[config.mk]
export PLATFORM = sky130hd
export DESIGN_NAME = wb_select_stage
export DESIGN_NICKNAME = d
export VERILOG_FILES = /design/src/rtl/wb_select_stage.sv
export SDC_FILE = /design/constraint.sdc
export NUM_CORES = 1
export LEC_CHECK = 0
export BUFFER_PORTS_ARGS = -buffer_cell sky130_fd_sc_hd__buf_2
export CORE_MARGIN = 4
export CORE_UTILIZATION = 35
export DETAILED_ROUTE_END_ITERATION = 10
export GPL_ROUTABILITY_DRIVEN = 0
export HOLD_SLACK_MARGIN = 0.05
export MAX_ROUTING_LAYER = met4
export PLACE_DENSITY = 0.69
export SLEW_MARGIN = 10
export SYNTH_ARGS = -nofsm -noshare
export SYNTH_HDL_FRONTEND = slang
export SYNTH_SLANG_ARGS = --single-unit
[constraint.sdc]
create_clock -name clk -period 2.05 [get_ports clk]
set_clock_uncertainty 0.05 [all_clocks]
set_input_delay 0 -clock clk [delete_from_list [all_inputs] [get_ports clk]]
set_output_delay 0 -clock clk [all_outputs]
set_load 0.05 [all_outputs]
[src/rtl/wb_select_stage.sv]
// wb_select_stage
//   Registered writeback stage. Selects load data, link value or ALU result
//   for an accepted MEM/WB instruction and drives a single-port register-file
//   write one cycle later. A load whose data has not returned parks the stage
//   in WAIT_MEM, back-pressuring the pipeline until data, flush or timeout.
//
// Ports
//   clk, rst          clock / synchronous active-high reset
//   in_valid/in_ready instruction handshake (ready only in IDLE)
//   in_lw, in_jal,    instruction kind and write request
//   in_wr_en, in_dst  destination register
//   in_alu_data,      candidate writeback values
//   in_link_data
//   mem_rvalid,       load data return
//   mem_rdata
//   flush             cancel pending and incoming instruction
//   stall             in_valid & ~in_ready
//   rf_we/rf_waddr/   registered register-file write port
//   rf_wdata
//   err_timeout       one-cycle pulse when a load is abandoned
//   stall_cnt         saturating count of cycles spent in WAIT_MEM
module wb_select_stage #(
  parameter int unsigned DATA_W      = 16,
  parameter int unsigned RADDR_W     = 4,
  parameter int unsigned LINK_REG    = 15,
  parameter int unsigned MEM_TIMEOUT = 64,
  parameter int unsigned CNT_W       = 16
) (
  input  logic               clk,
  input  logic               rst,
  input  logic               in_valid,
  output logic               in_ready,
  input  logic               in_lw,
  input  logic               in_jal,
  input  logic               in_wr_en,
  input  logic [RADDR_W-1:0] in_dst,
  input  logic [DATA_W-1:0]  in_alu_data,
  input  logic [DATA_W-1:0]  in_link_data,
  input  logic               mem_rvalid,
  input  logic [DATA_W-1:0]  mem_rdata,
  input  logic               flush,
  output logic               stall,
  output logic               rf_we,
  output logic [RADDR_W-1:0] rf_waddr,
  output logic [DATA_W-1:0]  rf_wdata,
  output logic               err_timeout,
  output logic [CNT_W-1:0]   stall_cnt
);

  localparam int unsigned TW = (MEM_TIMEOUT < 1) ? 1 : $clog2(MEM_TIMEOUT + 1);

  typedef enum logic [0:0] {
    IDLE     = 1'b0,
    WAIT_MEM = 1'b1
  } state_t;

  state_t             state;
  state_t             state_nxt;
  logic [TW-1:0]      tcnt;
  logic [RADDR_W-1:0] pend_dst;

  logic               accept;
  logic               tcnt_done;
  logic               wr_now;
  logic [RADDR_W-1:0] wr_addr;
  logic [DATA_W-1:0]  wr_data;
  logic               load_wait;
  logic               abort;

  assign in_ready  = (state == IDLE);
  assign stall     = in_valid & ~in_ready;
  assign accept    = in_valid & in_ready & ~flush;
  // tcnt holds the number of WAIT_MEM cycles including the current one
  assign tcnt_done = (tcnt >= TW'(MEM_TIMEOUT));

  // State register
  always_ff @(posedge clk) begin
    if (rst) state <= IDLE;
    else     state <= state_nxt;
  end

  // Next-state logic
  always_comb begin
    state_nxt = state;
    unique case (state)
      IDLE: begin
        if (accept && in_lw && !mem_rvalid) state_nxt = WAIT_MEM;
      end
      WAIT_MEM: begin
        // flush, data return and timeout all end the wait
        if (flush || mem_rvalid || tcnt_done) state_nxt = IDLE;
      end
      default: state_nxt = IDLE;
    endcase
  end

  // Output / write-selection logic
  always_comb begin
    wr_now    = 1'b0;
    wr_addr   = in_dst;
    wr_data   = in_alu_data;
    load_wait = 1'b0;
    abort     = 1'b0;
    unique case (state)
      IDLE: begin
        if (accept) begin
          if (in_lw) begin
            if (mem_rvalid) begin
              wr_now  = 1'b1;
              wr_addr = in_dst;
              wr_data = mem_rdata;
            end else begin
              load_wait = 1'b1;
            end
          end else begin
            wr_now = in_jal | in_wr_en;
            if (in_jal) begin
              wr_addr = RADDR_W'(LINK_REG);
              wr_data = in_link_data;
            end
          end
        end
      end
      WAIT_MEM: begin
        // flush beats data, data beats timeout
        if (!flush) begin
          if (mem_rvalid) begin
            wr_now  = 1'b1;
            wr_addr = pend_dst;
            wr_data = mem_rdata;
          end else if (tcnt_done) begin
            abort = 1'b1;
          end
        end
      end
      default: ;
    endcase
  end

  // Datapath registers
  always_ff @(posedge clk) begin
    if (rst) begin
      rf_we       <= 1'b0;
      rf_waddr    <= '0;
      rf_wdata    <= '0;
      err_timeout <= 1'b0;
      stall_cnt   <= '0;
      tcnt        <= '0;
      pend_dst    <= '0;
    end else begin
      rf_we       <= wr_now;
      err_timeout <= abort;
      if (wr_now) begin
        rf_waddr <= wr_addr;
        rf_wdata <= wr_data;
      end
      if (load_wait) begin
        pend_dst <= in_dst;
        tcnt     <= TW'(1);
      end else if (state == WAIT_MEM && !flush && !mem_rvalid && !tcnt_done) begin
        tcnt <= tcnt + 1'b1;
      end
      if (state == WAIT_MEM && stall_cnt != '1) begin
        stall_cnt <= stall_cnt + 1'b1;
      end
    end
  end

endmodule

After elaboration in Yosys (flattened, before gate mapping):

Cells that the tools add are included.
Widths: inputs -> output; s select.

* output and inout bits: 40
* bits in registers: 50
* logic and storage cells: 60

* reduce and logical (&&, ||, !) cells: 14
* muxes and demuxes: 27
* bitwise logic cells: 6
* magnitude comparators: 1
* eq/ne operators: 1
* add/subtract/negate cells: 2

Operators by type and width (number)
* $mux 16: 5
* $pmux 16 s2: 1
* $mux 4: 5
* $add 16x1->16 const B: 1
* $ne 16x16->1 const B: 1
* $mux 1: 13
* $pmux 4 s2: 1
* $add 7x1->7 const B: 1
* $ge 7x7->1 const B: 1
* $logic_and 1x1->1: 6
* $pmux 1 s2: 2
* $reduce_or 4->1: 1
* $and 1x1->1: 3
* $logic_not 1->1: 3
* $logic_or 1x1->1: 2
* $not 1->1: 2
* $reduce_bool 2->1: 1
* $reduce_or 2->1: 1
* $or 1x1->1: 1

Longest topological paths before layout:

* word-level depth: 7
* mapped depth: 7
* depth with buffers taken out: 5

Least setup slack after synthesis:

OpenSTA, ideal clock, no wires.

* path kind: reg2reg
* start point: register stall_cnt[6]
* end point: register stall_cnt[11]
* clock period less this slack: 2.107 ns
* data required time: 1.929 ns
* setup slack: -0.057 ns
* stages on the path, launching flop included: 5
* path buffers: 0
* data arrival time: 1.986 ns
* setup time: 0.071 ns
* path through: dfxtp_1 > nand4_1 > or4_4 > or3_1 > a21oi_1

* longest elaborated chain between the ends: 2
* elaborated cells on any way between the ends: 3

Ends and longest elaborated chain
* start, declared: RTL line 47 `output logic [CNT_W-1:0] stall_cnt`
* start signal, assigned: RTL line 164 `stall_cnt <= stall_cnt + 1'b1;`
* branches (longest 2 deep; another with $add 16x1->16)

Several ways; the timed one is not identified.
A chain may end at the register's enable or synchronous reset.

Worst setup path in the final report:

* start point: register state
* end point: register rf_wdata[7]

* longest elaborated chain between the ends: 5
* elaborated cells on any way between the ends: 7

Ends and longest elaborated chain
* start, declared: RTL line 57 `state_t state;`
* start signal, assigned: RTL line 79 `else state <= state_nxt;`
* $not 1->1: RTL line 70, 104
* $and 1x1->1 (2 in a row): RTL line 72 `assign accept = in_valid & in_ready & ~flush;`
* $mux 16 / $mux 1 (equally long branches): RTL line 106 `if (accept) begin`
* $pmux 16 s2 / $pmux 1 s2 (equally long branches): RTL line 104 `unique case (state)`
* end signal, assigned: RTL line 155 `rf_wdata <= wr_data;`
* end, declared: RTL line 45 `output logic [DATA_W-1:0] rf_wdata,`

Several ways; a longest one is shown, not always the timed one.

==> impl.org <==
** Outcome
- Status :: complete, no violations

** STA
- Final Max Slew Viols :: 0
- Headroom to the max-slew limit came out at 0.524.
- Final hold slack :: 0.0572 ns
- Slew at the pin with the worst max-slew slack :: about 0.71 ns
- Based on the critical path, the design can be clocked at up to about 530 MHz.
- Setup repair after global routing left no endpoint under its margin.
- Final hold violation count :: 0
- Setup violations remaining at the end of the flow were counted as 0.
- In the final timing run, aggregate negative setup slack is 0 ns.
- Share of the cycle needed by the critical path after routing :: 0.929
- Final worst-path setup slack :: about 0.15 ns
- The smallest clock period supported by the final layout is computed as between 1.5 and 2 ns.

** Placement
- Number of placed instances, taps included :: slightly above 500
- Post-placement setup slack :: 0.150 ns
- Detailed placement ended at an HPWL of about 6100 um.
- I/O Buffers :: ~100
- Once placement finished, the instance area stood at about 3500 um2.

** Power and ir drop
- Share of total power in sequential cells :: 0.491
- Power spent charging and discharging nets :: between 0.6 and 0.7 mW
- Total Power :: approximately 2.1 mW
- Leak Pwr :: 1.57 nW
- Of the total power, the share spent switching nets is 0.303.
- Worst supply voltage drop on vdd :: approximately 0.27 mV
- Clock power frac :: 0.290
- Internal power component :: between 1 and 1.5 mW
- Power spread over the standard cell area amounts to about 560 nW/um2.
- Combinational share of power :: 0.219

** CTS
- Clock-pin slew was measured on the worst setup and hold paths at ~0.1 ns.
- Number of buffers added by the clock tree synthesis step :: 5
- Clock latency on the worst-skew pair, taken at its later pin, is 0.30 ns.
- TritonCTS built the clock tree.
- The root buffer cell chosen for the clock tree is sky130_fd_sc_hd__clkbuf_8.
- Total number of clock tree sinks :: 50
- Maximum number of buffers from clock root to sink :: 2
- The H-tree generated during clock tree synthesis spans 2 levels.

** Worst setup path
- In this run the worst path has a maximum fanout of 10.
- Max stage delay on crit path :: roughly 0.54 ns
- Worst setup startpoint :: state
- At the worst endpoint, the required time is 2.22 ns.
- STA classifies the critical path startpoint as a flop.
- Class of the most critical setup path :: flop to flop
- CP max-delay cell :: sky130_fd_sc_hd__or3b_1
- Worst R2R Start :: state
- Category of the worst setup path capture point :: flop
- The critical path goes through or3b_1 > a21o_1 > o22a_1 > a211oi_2.
- Arr. time, crit path :: approximately 2.1 ns

** Yosys
- Mapped cell area :: roughly 2800 um2
- In this run, synthesis produced a sequential element count of 50.
- The number of nets in the synthesized netlist is a little under 400.
- Mapped Cells :: 322
- In the synthesized netlist the async set-or-reset flop fraction comes to 0.
- Number of flops mapped to enable cells by yosys :: 0
- Average footprint of a synthesized cell :: a little under 9 um2
- Yosys mapped the design onto 56 distinct sky130hd cell types.
- Portion of the post-synthesis area used by sequential elements :: 0.358
- Ys Warns :: 0
- For this run, the leading register cell type out of synthesis is sky130_fd_sc_hd__dfxtp_1.

** Worst hold path
- The path class of the tightest hold or removal check is input pin to flop.
- The worst hold path begins at in_alu_data[3].

** Drt
- In the final routed layout, each cell accounts on average for roughly 15 um.
- Number of nets with antenna violations after detailed routing :: 0
- Remaining routing DRC violations :: 0
- Detailed-route vias per instance :: approximately 5.5
- Overall via count from detail_route :: roughly 3k
- The first detailed-routing pass ran for 5 iterations.
- Iteration-0 DRC Markers :: 140
- After detailed routing, the total wire length is between 8000 and 9000 um.

** Global routing
- The number of global-route vias before repair was slightly below 3k.
- The first global-routing pass estimated between 10000 and 15000 um of wire.
- For this run, the total global-route usage over all layers was measured as 0.175.
- Entering global routing, the biggest net connects 30 pins.
- Number of antenna violations at the first check in global routing :: 0
- GR Overflow Total :: 0

** Floorplan
- The die is a little under 100 um tall.
- Floorplan core area :: slightly below 8000 um2
- Starting density of the core :: 0.362
- In this run the core area contains 32 standard-cell rows.
- Die footprint :: 9480 um2
- 100 I/O pins were placed.
- Horizontal die dimension :: between 90 and 100 um

** Run
- Across the run, the number of max-cap violations was 0.

** Finish
- The net count of the finished layout is 503.
- The finished cells cover approximately 3700 um2.
- The finished layout holds 544 standard cells, fillers aside.
- Fraction of the core area covered by cells at the end of the flow :: 0.483
- Of the cells placed in the final design, the portion with a size suffix greater than 1 is 0.381.
- Relative to the synthesized area, the layout overhead comes to 33.7%.
synthesized netlist by cell type (3+ instances only):
cell	instances	share of area
sky130_fd_sc_hd__a211oi_1	10	0.027
sky130_fd_sc_hd__a211oi_2	14	0.063
sky130_fd_sc_hd__a21oi_1	16	0.029
sky130_fd_sc_hd__a222oi_1	5	0.018
sky130_fd_sc_hd__and2_1	5	0.011
sky130_fd_sc_hd__and3_1	4	0.0090
sky130_fd_sc_hd__buf_2	5	0.0090
sky130_fd_sc_hd__clkbuf_1	12	0.016
sky130_fd_sc_hd__dfxtp_1	50	0.36
sky130_fd_sc_hd__ha_1	3	0.013
sky130_fd_sc_hd__inv_1	8	0.011
sky130_fd_sc_hd__mux2_2	6	0.024
sky130_fd_sc_hd__mux2i_1	6	0.021
sky130_fd_sc_hd__nand2_1	15	0.020
sky130_fd_sc_hd__nand3_1	5	0.0090
sky130_fd_sc_hd__nand4_1	6	0.013
sky130_fd_sc_hd__nor2_1	50	0.067
sky130_fd_sc_hd__nor2b_1	7	0.016
sky130_fd_sc_hd__nor3_1	7	0.013
sky130_fd_sc_hd__o21ai_0	14	0.025
sky130_fd_sc_hd__o221a_2	10	0.040
sky130_fd_sc_hd__o22a_1	10	0.031
sky130_fd_sc_hd__o22ai_1	10	0.022
sky130_fd_sc_hd__or3_1	3	0.0067
sky130_fd_sc_hd__xor2_1	4	0.013
per-layer routing:
metal	vias up	global-route usage	routed length, um
li1	1456	-	-
met1	1399	0.215	3600
met2	139	0.295	3920
met3	16	0.0474	647
met4	0	0.0266	86
met5	-	-	0
cell type report:
class	count	area (um2)
fillers	736	3990
multi-input cells	244	1680
clock buffers	7	86.3
well taps	102	128
clock inverters	1	5.00
repair buffers	131	791
diodes	1	2.50
inverters	8	30.0
flip-flops and latches	50	1010
worst max-delay path, delay by kind of cell (launching register included):
| kind | cells | cell delay [ns] |
|---|---|---|
| AO/OA/AOI/OAI | 3 | 0.83 |
| AND/OR/NAND/NOR | 1 | 0.54 |
| flip-flops | 1 | 0.40 |
power by group through the flow:
stage	combinational, mW	sequential, mW	clock [mW]
finish	0.456	1.02	0.604
global route	0.489	1.03	0.664
CTS	0.455	1.02	0.623
detailed placement	0.428	1.04	0
global placement	0.418	1.04	0
floorplan	0.185	1.14	0
layout by cell type, fill, tap and decap left out, types with 8 or more instances in the layout:
cell                             n
sky130_fd_sc_hd__dlygate4sd3_1  17
sky130_fd_sc_hd__buf_4          14
sky130_fd_sc_hd__a21oi_1        16
sky130_fd_sc_hd__o22a_1         10
sky130_fd_sc_hd__a211oi_2       14
sky130_fd_sc_hd__nand2_1        15
sky130_fd_sc_hd__dfxtp_1        43
sky130_fd_sc_hd__buf_2          99
sky130_fd_sc_hd__o221a_2        10
sky130_fd_sc_hd__inv_1           8
sky130_fd_sc_hd__a211oi_1       10
sky130_fd_sc_hd__o22ai_1        10
sky130_fd_sc_hd__o21ai_0        14
sky130_fd_sc_hd__nor2_1         50
path summary, 6_finish.rpt:
| check | to | cells past startpoint | slack [ns] |
|---|---|---|---|
| setup / recovery | rf_wdata[7] | 4 | 0.15 |
| setup reg to reg | rf_wdata[7] | 4 | 0.15 |
| hold reg to reg | stall_cnt[8] | 1 | 0.44 |
| hold / removal | rf_wdata[3] | 3 | 0.06 |
registers in the layout, summed over array words and instances, names as in the netlist:
| signal | cells |
|---|---|
| stall_cnt | 16 |
| pend_dst | 4 |
| state | 1 |
| rf_wdata | 16 |
| tcnt | 7 |
| rf_we | 1 |
| err_timeout | 1 |
| rf_waddr | 4 |
timing repair:
item | 4_1_cts | 5_1_grt
gates resized for setup | 0 | 1
buffers inserted | 0 | 0
endpoints found under the hold margin | 20 | 0
hold buffers | 17 | 0
endpoints found under the setup margin | 0 | 1
logic make-up after synthesis:
kind of cell	after synthesis	share of synthesized area
XOR/XNOR	5	0.0157
adder cells (fa/ha/maj)	3	0.0134
buffers and inverters	28	0.0439
AO/OA/AOI/OAI	103	0.300
AND/OR/NAND/NOR	121	0.223
flip-flops	50	0.358
multiplexers	12	0.0457
Note: power is estimated with default switching activity, not from simulation.
